### src/rtl/uart_frame_parser_pkg.sv
// uart_frame_pkg: shared constants and types for the UART frame parser.
//   SOF           - start-of-frame byte
//   state_e       - parser FSM state encoding
//   ERR_*         - err_code values reported with err_pulse
//   sat_inc16     - saturating 16-bit increment used by the frame counters
package uart_frame_pkg;

    localparam logic [7:0] SOF = 8'hAA;

    typedef enum logic [2:0] {
        ST_IDLE    = 3'd0,
        ST_CMD     = 3'd1,
        ST_LEN     = 3'd2,
        ST_PAYLOAD = 3'd3,
        ST_CHK     = 3'd4,
        ST_HOLD    = 3'd5
    } state_e;

    localparam logic [1:0] ERR_LEN = 2'd1;
    localparam logic [1:0] ERR_CHK = 2'd2;
    localparam logic [1:0] ERR_TMO = 2'd3;

    function automatic logic [15:0] sat_inc16(input logic [15:0] v);
        if (v == 16'hFFFF) begin
            sat_inc16 = v;
        end else begin
            sat_inc16 = v + 16'd1;
        end
    endfunction

endpackage

### src/rtl/frame_payload_ram.sv
// frame_payload_ram: simple dual-port DEPTH x 8 payload store, written by the
// parser and read by the command layer. The read is registered so the array
// maps onto block RAM; the array itself has no reset.
//   clk      - clock
//   we_i     - write enable
//   waddr_i  - write address
//   wdata_i  - write data
//   raddr_i  - read address
//   rdata_o  - read data, valid one cycle after raddr_i
module frame_payload_ram #(
    parameter int DEPTH  = 64,
    parameter int ADDR_W = 6
) (
    input  logic              clk,
    input  logic              we_i,
    input  logic [ADDR_W-1:0] waddr_i,
    input  logic [7:0]        wdata_i,
    input  logic [ADDR_W-1:0] raddr_i,
    output logic [7:0]        rdata_o
);

    logic [7:0] mem_q [DEPTH];
    logic [7:0] rdata_q;

    // Write port and registered read port.
    always_ff @(posedge clk) begin
        if (we_i) begin
            mem_q[waddr_i] <= wdata_i;
        end
        rdata_q <= mem_q[raddr_i];
    end

    assign rdata_o = rdata_q;

endmodule

### src/rtl/uart_frame_parser.sv
// uart_frame_parser: pops bytes from the UART RX FIFO, finds frames of the
// form SOF CMD LEN payload[LEN] CHK (CHK = XOR of CMD, LEN, payload), and
// holds each good frame for the command layer until frame_ack.
//   clk, rst               - clock, synchronous active-high reset
//   fifo_rd_en/dout/empty  - RX FIFO read handshake (data valid 1 cycle after pop)
//   frame_valid/cmd/len    - held good frame
//   buf_raddr/buf_rdata    - payload read port (registered read)
//   frame_ack              - releases the held frame
//   err_pulse/err_code     - drop report (1 = LEN too big, 2 = bad CHK, 3 = timeout)
//   good_cnt/err_cnt       - saturating frame counters
module uart_frame_parser
    import uart_frame_pkg::*;
#(
    parameter int MAX_LEN      = 64,
    parameter int TIMEOUT_CLKS = 480000,
    parameter int ADDR_W       = 6
) (
    input  logic              clk,
    input  logic              rst,
    output logic              fifo_rd_en,
    input  logic [7:0]        fifo_dout,
    input  logic              fifo_empty,
    output logic              frame_valid,
    output logic [7:0]        frame_cmd,
    output logic [7:0]        frame_len,
    input  logic [ADDR_W-1:0] buf_raddr,
    output logic [7:0]        buf_rdata,
    input  logic              frame_ack,
    output logic              err_pulse,
    output logic [1:0]        err_code,
    output logic [15:0]       good_cnt,
    output logic [15:0]       err_cnt
);

    localparam int              TMO_W     = (TIMEOUT_CLKS > 1) ? $clog2(TIMEOUT_CLKS) : 1;
    localparam logic [TMO_W-1:0] TMO_LAST  = TMO_W'(TIMEOUT_CLKS - 1);
    localparam logic [7:0]      MAX_LEN_B = 8'(MAX_LEN);

    state_e           state_q;
    logic             rd_en_q;      // pop issued this cycle (the pending pop)
    logic             byte_vld_q;   // fifo_dout holds the popped byte this cycle
    logic [7:0]       chk_acc_q;
    logic [7:0]       idx_q;
    logic [TMO_W-1:0] tmo_q;
    logic             frame_valid_q;
    logic [7:0]       frame_cmd_q;
    logic [7:0]       frame_len_q;
    logic             err_pulse_q;
    logic [1:0]       err_code_q;
    logic [15:0]      good_cnt_q;
    logic [15:0]      err_cnt_q;

    logic             pop_d;
    logic             active_s;
    logic             tmo_hit_s;
    logic             to_hold_s;
    logic             drop_s;
    logic [1:0]       drop_code_s;
    logic             ram_we_s;

    assign active_s  = (state_q == ST_CMD) || (state_q == ST_LEN) ||
                       (state_q == ST_PAYLOAD) || (state_q == ST_CHK);
    // A byte arriving in the expiry cycle wins over the timeout.
    assign tmo_hit_s = active_s && !byte_vld_q && (tmo_q == TMO_LAST);
    assign to_hold_s = byte_vld_q && (state_q == ST_CHK) && (fifo_dout == chk_acc_q);
    // No pop in HOLD, including the edge that enters HOLD.
    assign pop_d     = !fifo_empty && !rd_en_q && (state_q != ST_HOLD) && !to_hold_s;
    assign ram_we_s  = byte_vld_q && (state_q == ST_PAYLOAD);

    // Drop detection and cause.
    always_comb begin
        drop_s      = 1'b0;
        drop_code_s = ERR_TMO;
        if (tmo_hit_s) begin
            drop_s      = 1'b1;
            drop_code_s = ERR_TMO;
        end else if (byte_vld_q && (state_q == ST_LEN) && (fifo_dout > MAX_LEN_B)) begin
            drop_s      = 1'b1;
            drop_code_s = ERR_LEN;
        end else if (byte_vld_q && (state_q == ST_CHK) && (fifo_dout != chk_acc_q)) begin
            drop_s      = 1'b1;
            drop_code_s = ERR_CHK;
        end else begin
            drop_s      = 1'b0;
            drop_code_s = ERR_TMO;
        end
    end

    // Parser FSM, pop handshake, timeout, counters and registered outputs.
    always_ff @(posedge clk) begin
        if (rst) begin
            state_q       <= ST_IDLE;
            rd_en_q       <= 1'b0;
            byte_vld_q    <= 1'b0;
            chk_acc_q     <= 8'h00;
            idx_q         <= 8'h00;
            tmo_q         <= '0;
            frame_valid_q <= 1'b0;
            frame_cmd_q   <= 8'h00;
            frame_len_q   <= 8'h00;
            err_pulse_q   <= 1'b0;
            err_code_q    <= 2'd0;
            good_cnt_q    <= 16'h0000;
            err_cnt_q     <= 16'h0000;
        end else begin
            rd_en_q     <= pop_d;
            byte_vld_q  <= rd_en_q;
            err_pulse_q <= 1'b0;

            if (byte_vld_q || !active_s) begin
                tmo_q <= '0;
            end else begin
                tmo_q <= tmo_q + TMO_W'(1);
            end

            if (drop_s) begin
                err_pulse_q <= 1'b1;
                err_code_q  <= drop_code_s;
                err_cnt_q   <= sat_inc16(err_cnt_q);
                state_q     <= ST_IDLE;
            end else begin
                case (state_q)
                    ST_IDLE: begin
                        if (byte_vld_q && (fifo_dout == SOF)) begin
                            state_q <= ST_CMD;
                        end
                    end
                    ST_CMD: begin
                        if (byte_vld_q) begin
                            frame_cmd_q <= fifo_dout;
                            chk_acc_q   <= fifo_dout;
                            state_q     <= ST_LEN;
                        end
                    end
                    ST_LEN: begin
                        if (byte_vld_q) begin
                            frame_len_q <= fifo_dout;
                            chk_acc_q   <= chk_acc_q ^ fifo_dout;
                            idx_q       <= 8'h00;
                            state_q     <= (fifo_dout == 8'h00) ? ST_CHK : ST_PAYLOAD;
                        end
                    end
                    ST_PAYLOAD: begin
                        if (byte_vld_q) begin
                            chk_acc_q <= chk_acc_q ^ fifo_dout;
                            idx_q     <= idx_q + 8'd1;
                            if (idx_q == (frame_len_q - 8'd1)) begin
                                state_q <= ST_CHK;
                            end
                        end
                    end
                    ST_CHK: begin
                        // Mismatch is handled by the drop path above.
                        if (byte_vld_q) begin
                            frame_valid_q <= 1'b1;
                            good_cnt_q    <= sat_inc16(good_cnt_q);
                            state_q       <= ST_HOLD;
                        end
                    end
                    ST_HOLD: begin
                        if (frame_ack) begin
                            frame_valid_q <= 1'b0;
                            state_q       <= ST_IDLE;
                        end
                    end
                    default: begin
                        frame_valid_q <= 1'b0;
                        state_q       <= ST_IDLE;
                    end
                endcase
            end
        end
    end

    frame_payload_ram #(
        .DEPTH  (MAX_LEN),
        .ADDR_W (ADDR_W)
    ) u_ram (
        .clk     (clk),
        .we_i    (ram_we_s),
        .waddr_i (idx_q[ADDR_W-1:0]),
        .wdata_i (fifo_dout),
        .raddr_i (buf_raddr),
        .rdata_o (buf_rdata)
    );

    assign fifo_rd_en  = rd_en_q;
    assign frame_valid = frame_valid_q;
    assign frame_cmd   = frame_cmd_q;
    assign frame_len   = frame_len_q;
    assign err_pulse   = err_pulse_q;
    assign err_code    = err_code_q;
    assign good_cnt    = good_cnt_q;
    assign err_cnt     = err_cnt_q;

endmodule

### config.mk
export PLATFORM = sky130hd
export DESIGN_NAME = uart_frame_parser
export DESIGN_NICKNAME = d
export VERILOG_FILES = /design/src/rtl/uart_frame_parser_pkg.sv /design/src/rtl/frame_payload_ram.sv /design/src/rtl/uart_frame_parser.sv
export SDC_FILE = /design/constraint.sdc
export NUM_CORES = 1
export LEC_CHECK = 0
export ABC_AREA = 1
export CORE_MARGIN = 5
export CORE_UTILIZATION = 48
export CTS_CLUSTER_DIAMETER = 40
export DETAILED_ROUTE_END_ITERATION = 8
export DONT_BUFFER_PORTS = 1
export GPL_ROUTABILITY_DRIVEN = 0
export MAX_ROUTING_LAYER = met4
export SLEW_MARGIN = 30
export SYNTH_ARGS = -nofsm -noshare
export SYNTH_HDL_FRONTEND = slang
export SYNTH_HIERARCHICAL = 1
export SYNTH_SLANG_ARGS = --single-unit
### constraint.sdc
create_clock -name clk -period 6.65 [get_ports clk]
set_input_delay 0.665 -clock clk [delete_from_list [all_inputs] [get_ports clk]]
set_output_delay 0.665 -clock clk [all_outputs]
set_load 0.01 [all_outputs]
==> run summary <==
FF/Latch Area -> 0.0174 mm2
RR Startpoint -> state_q[1]
clk sinks -> 612
mapped cell area -> 0.0266 mm2
gr ovfl total -> 0
wire per inst -> 19.6 um
Num CTS Buffers -> 88
Critical Path Max Stage Delay -> 0.92 ns
RSZ-0062 raised after global routing -> false
Crit Path Category -> reg -> reg
Ys Warns -> 6
core area -> 0.0550 mm2
Slew HR -> 34.0%
post-route setup TNS -> 0 ns
largest family of logic cells by synthesized area -> simple AND/OR/NAND/NOR gates
Post-synth EDFFs -> 512
post-synthesis cell count -> 2604
Final Hold Viols -> 0
crit-path leading delay family -> simple AND/OR/NAND/NOR gates
DP Worst Slack -> 3.00 ns
1st-iter DRT viols -> 1429
Rows -> 86
simple-gate share of the synthesized area -> 26.7%
Yosys reg bits -> 612
Worst Setup Start Kind -> flip-flop
crit path capture type -> flip-flop
Leakage -> 10.7 nW
hold slack -> 0.114 ns
min Tclk post-route -> 3.68 ns
syn_area_per_cell -> 10.2 um2
clk_skew -> 0.0260 ns
final wirelength -> 66600 um
hold wc startpoint -> rst
Root Buffer -> clkbuf_16
Synth cell types -> 41
I/O pin count -> 79
post-synthesis compound-gate area fraction -> 1.62%
Pins Over Slew Limit -> 0
largest net degree at the start of global routing -> 258
FF-to-FF path depth -> 6
Hold Path Stages -> 1
CTS tree -> done
Nets -> 2602
Finish-stage setup viols -> 0
Data arrival, critical path -> 3.92 ns
worst-path fanout max -> 10
Max Cap Viol -> 0
Syn-to-layout area delta -> 11.7%
DRC -> 0
DIE AREA -> 0.0601 mm2
n_diodes -> 0
first-pass GRT wire length -> 103000 um
total power -> 9.25 mW
filler instances -> 4769
mux cell area share after synthesis -> 0%
Via-to-Cell Ratio -> 5.46
latest clock arrival within the worst-skew pair -> 0.62 ns
layout cells sized above 1 -> 7.66%
buffers added on ports -> 0
FMAX -> 272 MHz
Clk pin slew, worst setup/hold paths -> 0.05 ns
PostCTS Resize Cnt -> 0
crit-path most repeated cell -> nor2_1
CP max-delay cell -> nor2_1
ys flop type -> edfxtp_1
clock buffer depth -> 3
power density over the cells -> 312 mW/mm2
routed vias -> 18500
Worst Tran Pin Value -> 0.987 ns
kind of path behind the tightest hold check -> in -> reg
chip height -> 245 um
die width -> 245 um
Total GRT Usage -> 22.6%
Req. time, crit path -> 6.89 ns
FF-to-FF End -> u_ram/mem_q[2][0]
initial core utilization -> 48.3%
DRT Pass-1 Iters -> 5
most common cell after layout, fill and taps aside -> nand2_1
Critical Path Start -> state_q[1]
final antenna-violating net count -> 0
syn_nets -> 2627
period utilization -> 55.3%
post-synthesis adder-cell area fraction -> 0.236%
worst setup margin -> 2.97 ns
hold endpoint -> err_code[1]
most frequent cells in the layout -> 873 x nand2_1, 512 x edfxtp_1, 483 x nand3_1
HPWL after DPL -> 37900 um
crit-path cells -> nand2_1 > nor2_1 > inv_1 > nor2_1 > nand4_1 > nor2_1
Synth async-reset ratio -> 0%
outcome -> completed
worst vdd ir -> 0.207 mV
number of buffers inserted by hold repair at cts -> 0
crit path buf inv count -> 1
setup bufs post-CTS -> 0
xor/xnor share of the synthesized area -> 1.09%
r2r setup slk -> 2.97 ns
vias in the first global route -> 17800
initial antenna violation count -> 0
Final Non-Filler Cells -> 3399
CTS H-tree lvls -> 3
dpl cells -> 3236
footprint of the multi-input gates -> 0.00787 mm2
sequential element share of the synthesized area -> 65.4%
## Yosys cell counts (3+ instances only)
library cell  instances  area (um2)
a21oi_1              50         250
buf_1                11        41.3
buf_2                38         190
buf_4                17         128
buf_6                38         428
clkbuf_1             24        90.1
dfxtp_1             100        2000
edfxtp_1            512       15400
ha_1                  5        62.6
inv_1                97         364
inv_2                 7        26.3
nand2_1             873        3280
nand2_2               7        43.8
nand2_4               3        33.8
nand3_1             483        2420
nand3b_1              4        30.0
nand4_1              34         213
nor2_1              181         679
nor2_2                4        25.0
nor2_4                4        45.0
nor3_1               26         130
nor3b_1               3        22.5
nor4_1                9        56.3
o21ai_0              19        95.1
xnor2_1              13         114
xor2_1               20         175
## stage by stage
step	util, %	instance area [um2]
after detailed placement	48.6	26700
after floorplan	-	26600
after global placement	48.5	26700
after CTS	53.9	29700
after global routing	54.0	29700
final	54.0	29700
## per-layer routing
| layer | GRT usage, % | wire [um] | up-vias |
|---|---|---|---|
| met4 | 6.75 | 1430 | 0 |
| met5 | - | 0 | - |
| li1 | - | - | 8876 |
| met3 | 4.55 | 4930 | 101 |
| met1 | 30.6 | 29000 | 8948 |
| met2 | 34.8 | 31300 | 619 |
## how the worst max path moves through the flow
stage | endpoint | slack [ns] | cells past startpoint
finish | u_ram/mem_q[2][0] | 2.97 | 6
global route | u_ram/mem_q[27][3] | 2.75 | 6
CTS | u_ram/mem_q[6][1] | 2.96 | 6
detailed placement | u_ram/mem_q[27][3] | 3.00 | 6
global placement | u_ram/mem_q[24][3] | 3.01 | 6
floorplan | u_ram/mem_q[48][0] | 3.93 | 7
## flip-flops by register name, summed over array words and instances (netlist names)
name           count
frame_valid        1
frame_cmd          8
tmo_q             19
err_cnt           16
frame_len          8
chk_acc_q          8
err_pulse          1
err_code           2
fifo_rd_en         1
u_ram/rdata_o      8
state_q            3
byte_vld_q         1
u_ram/mem_q      512
good_cnt          16
idx_q              8
## layout make-up
cell class              instances  share of cell area (%)
flip-flops and latches        612                    58.6
repair buffers                 15                   0.405
well taps                     748                    3.15
multi-input cells            1755                    26.5
clock buffers                  98                    7.55
clock inverters                64                    2.40
inverters                     107                    1.40
## cells by family after synthesis
logic type / Yosys count
compound gates: 78
xor+xnor: 33
flops: 612
fa+ha+maj: 5
buf+inv: 237
simple gates: 1639
## power by group
group | leakage, nW | internal (mW) | switching, mW
clock network | 1.40 | 2.83 | 1.78
registers | 5.41 | 4.18 | 0.0357
logic | 3.89 | 0.135 | 0.290
(Power assumes the default switching activity.)
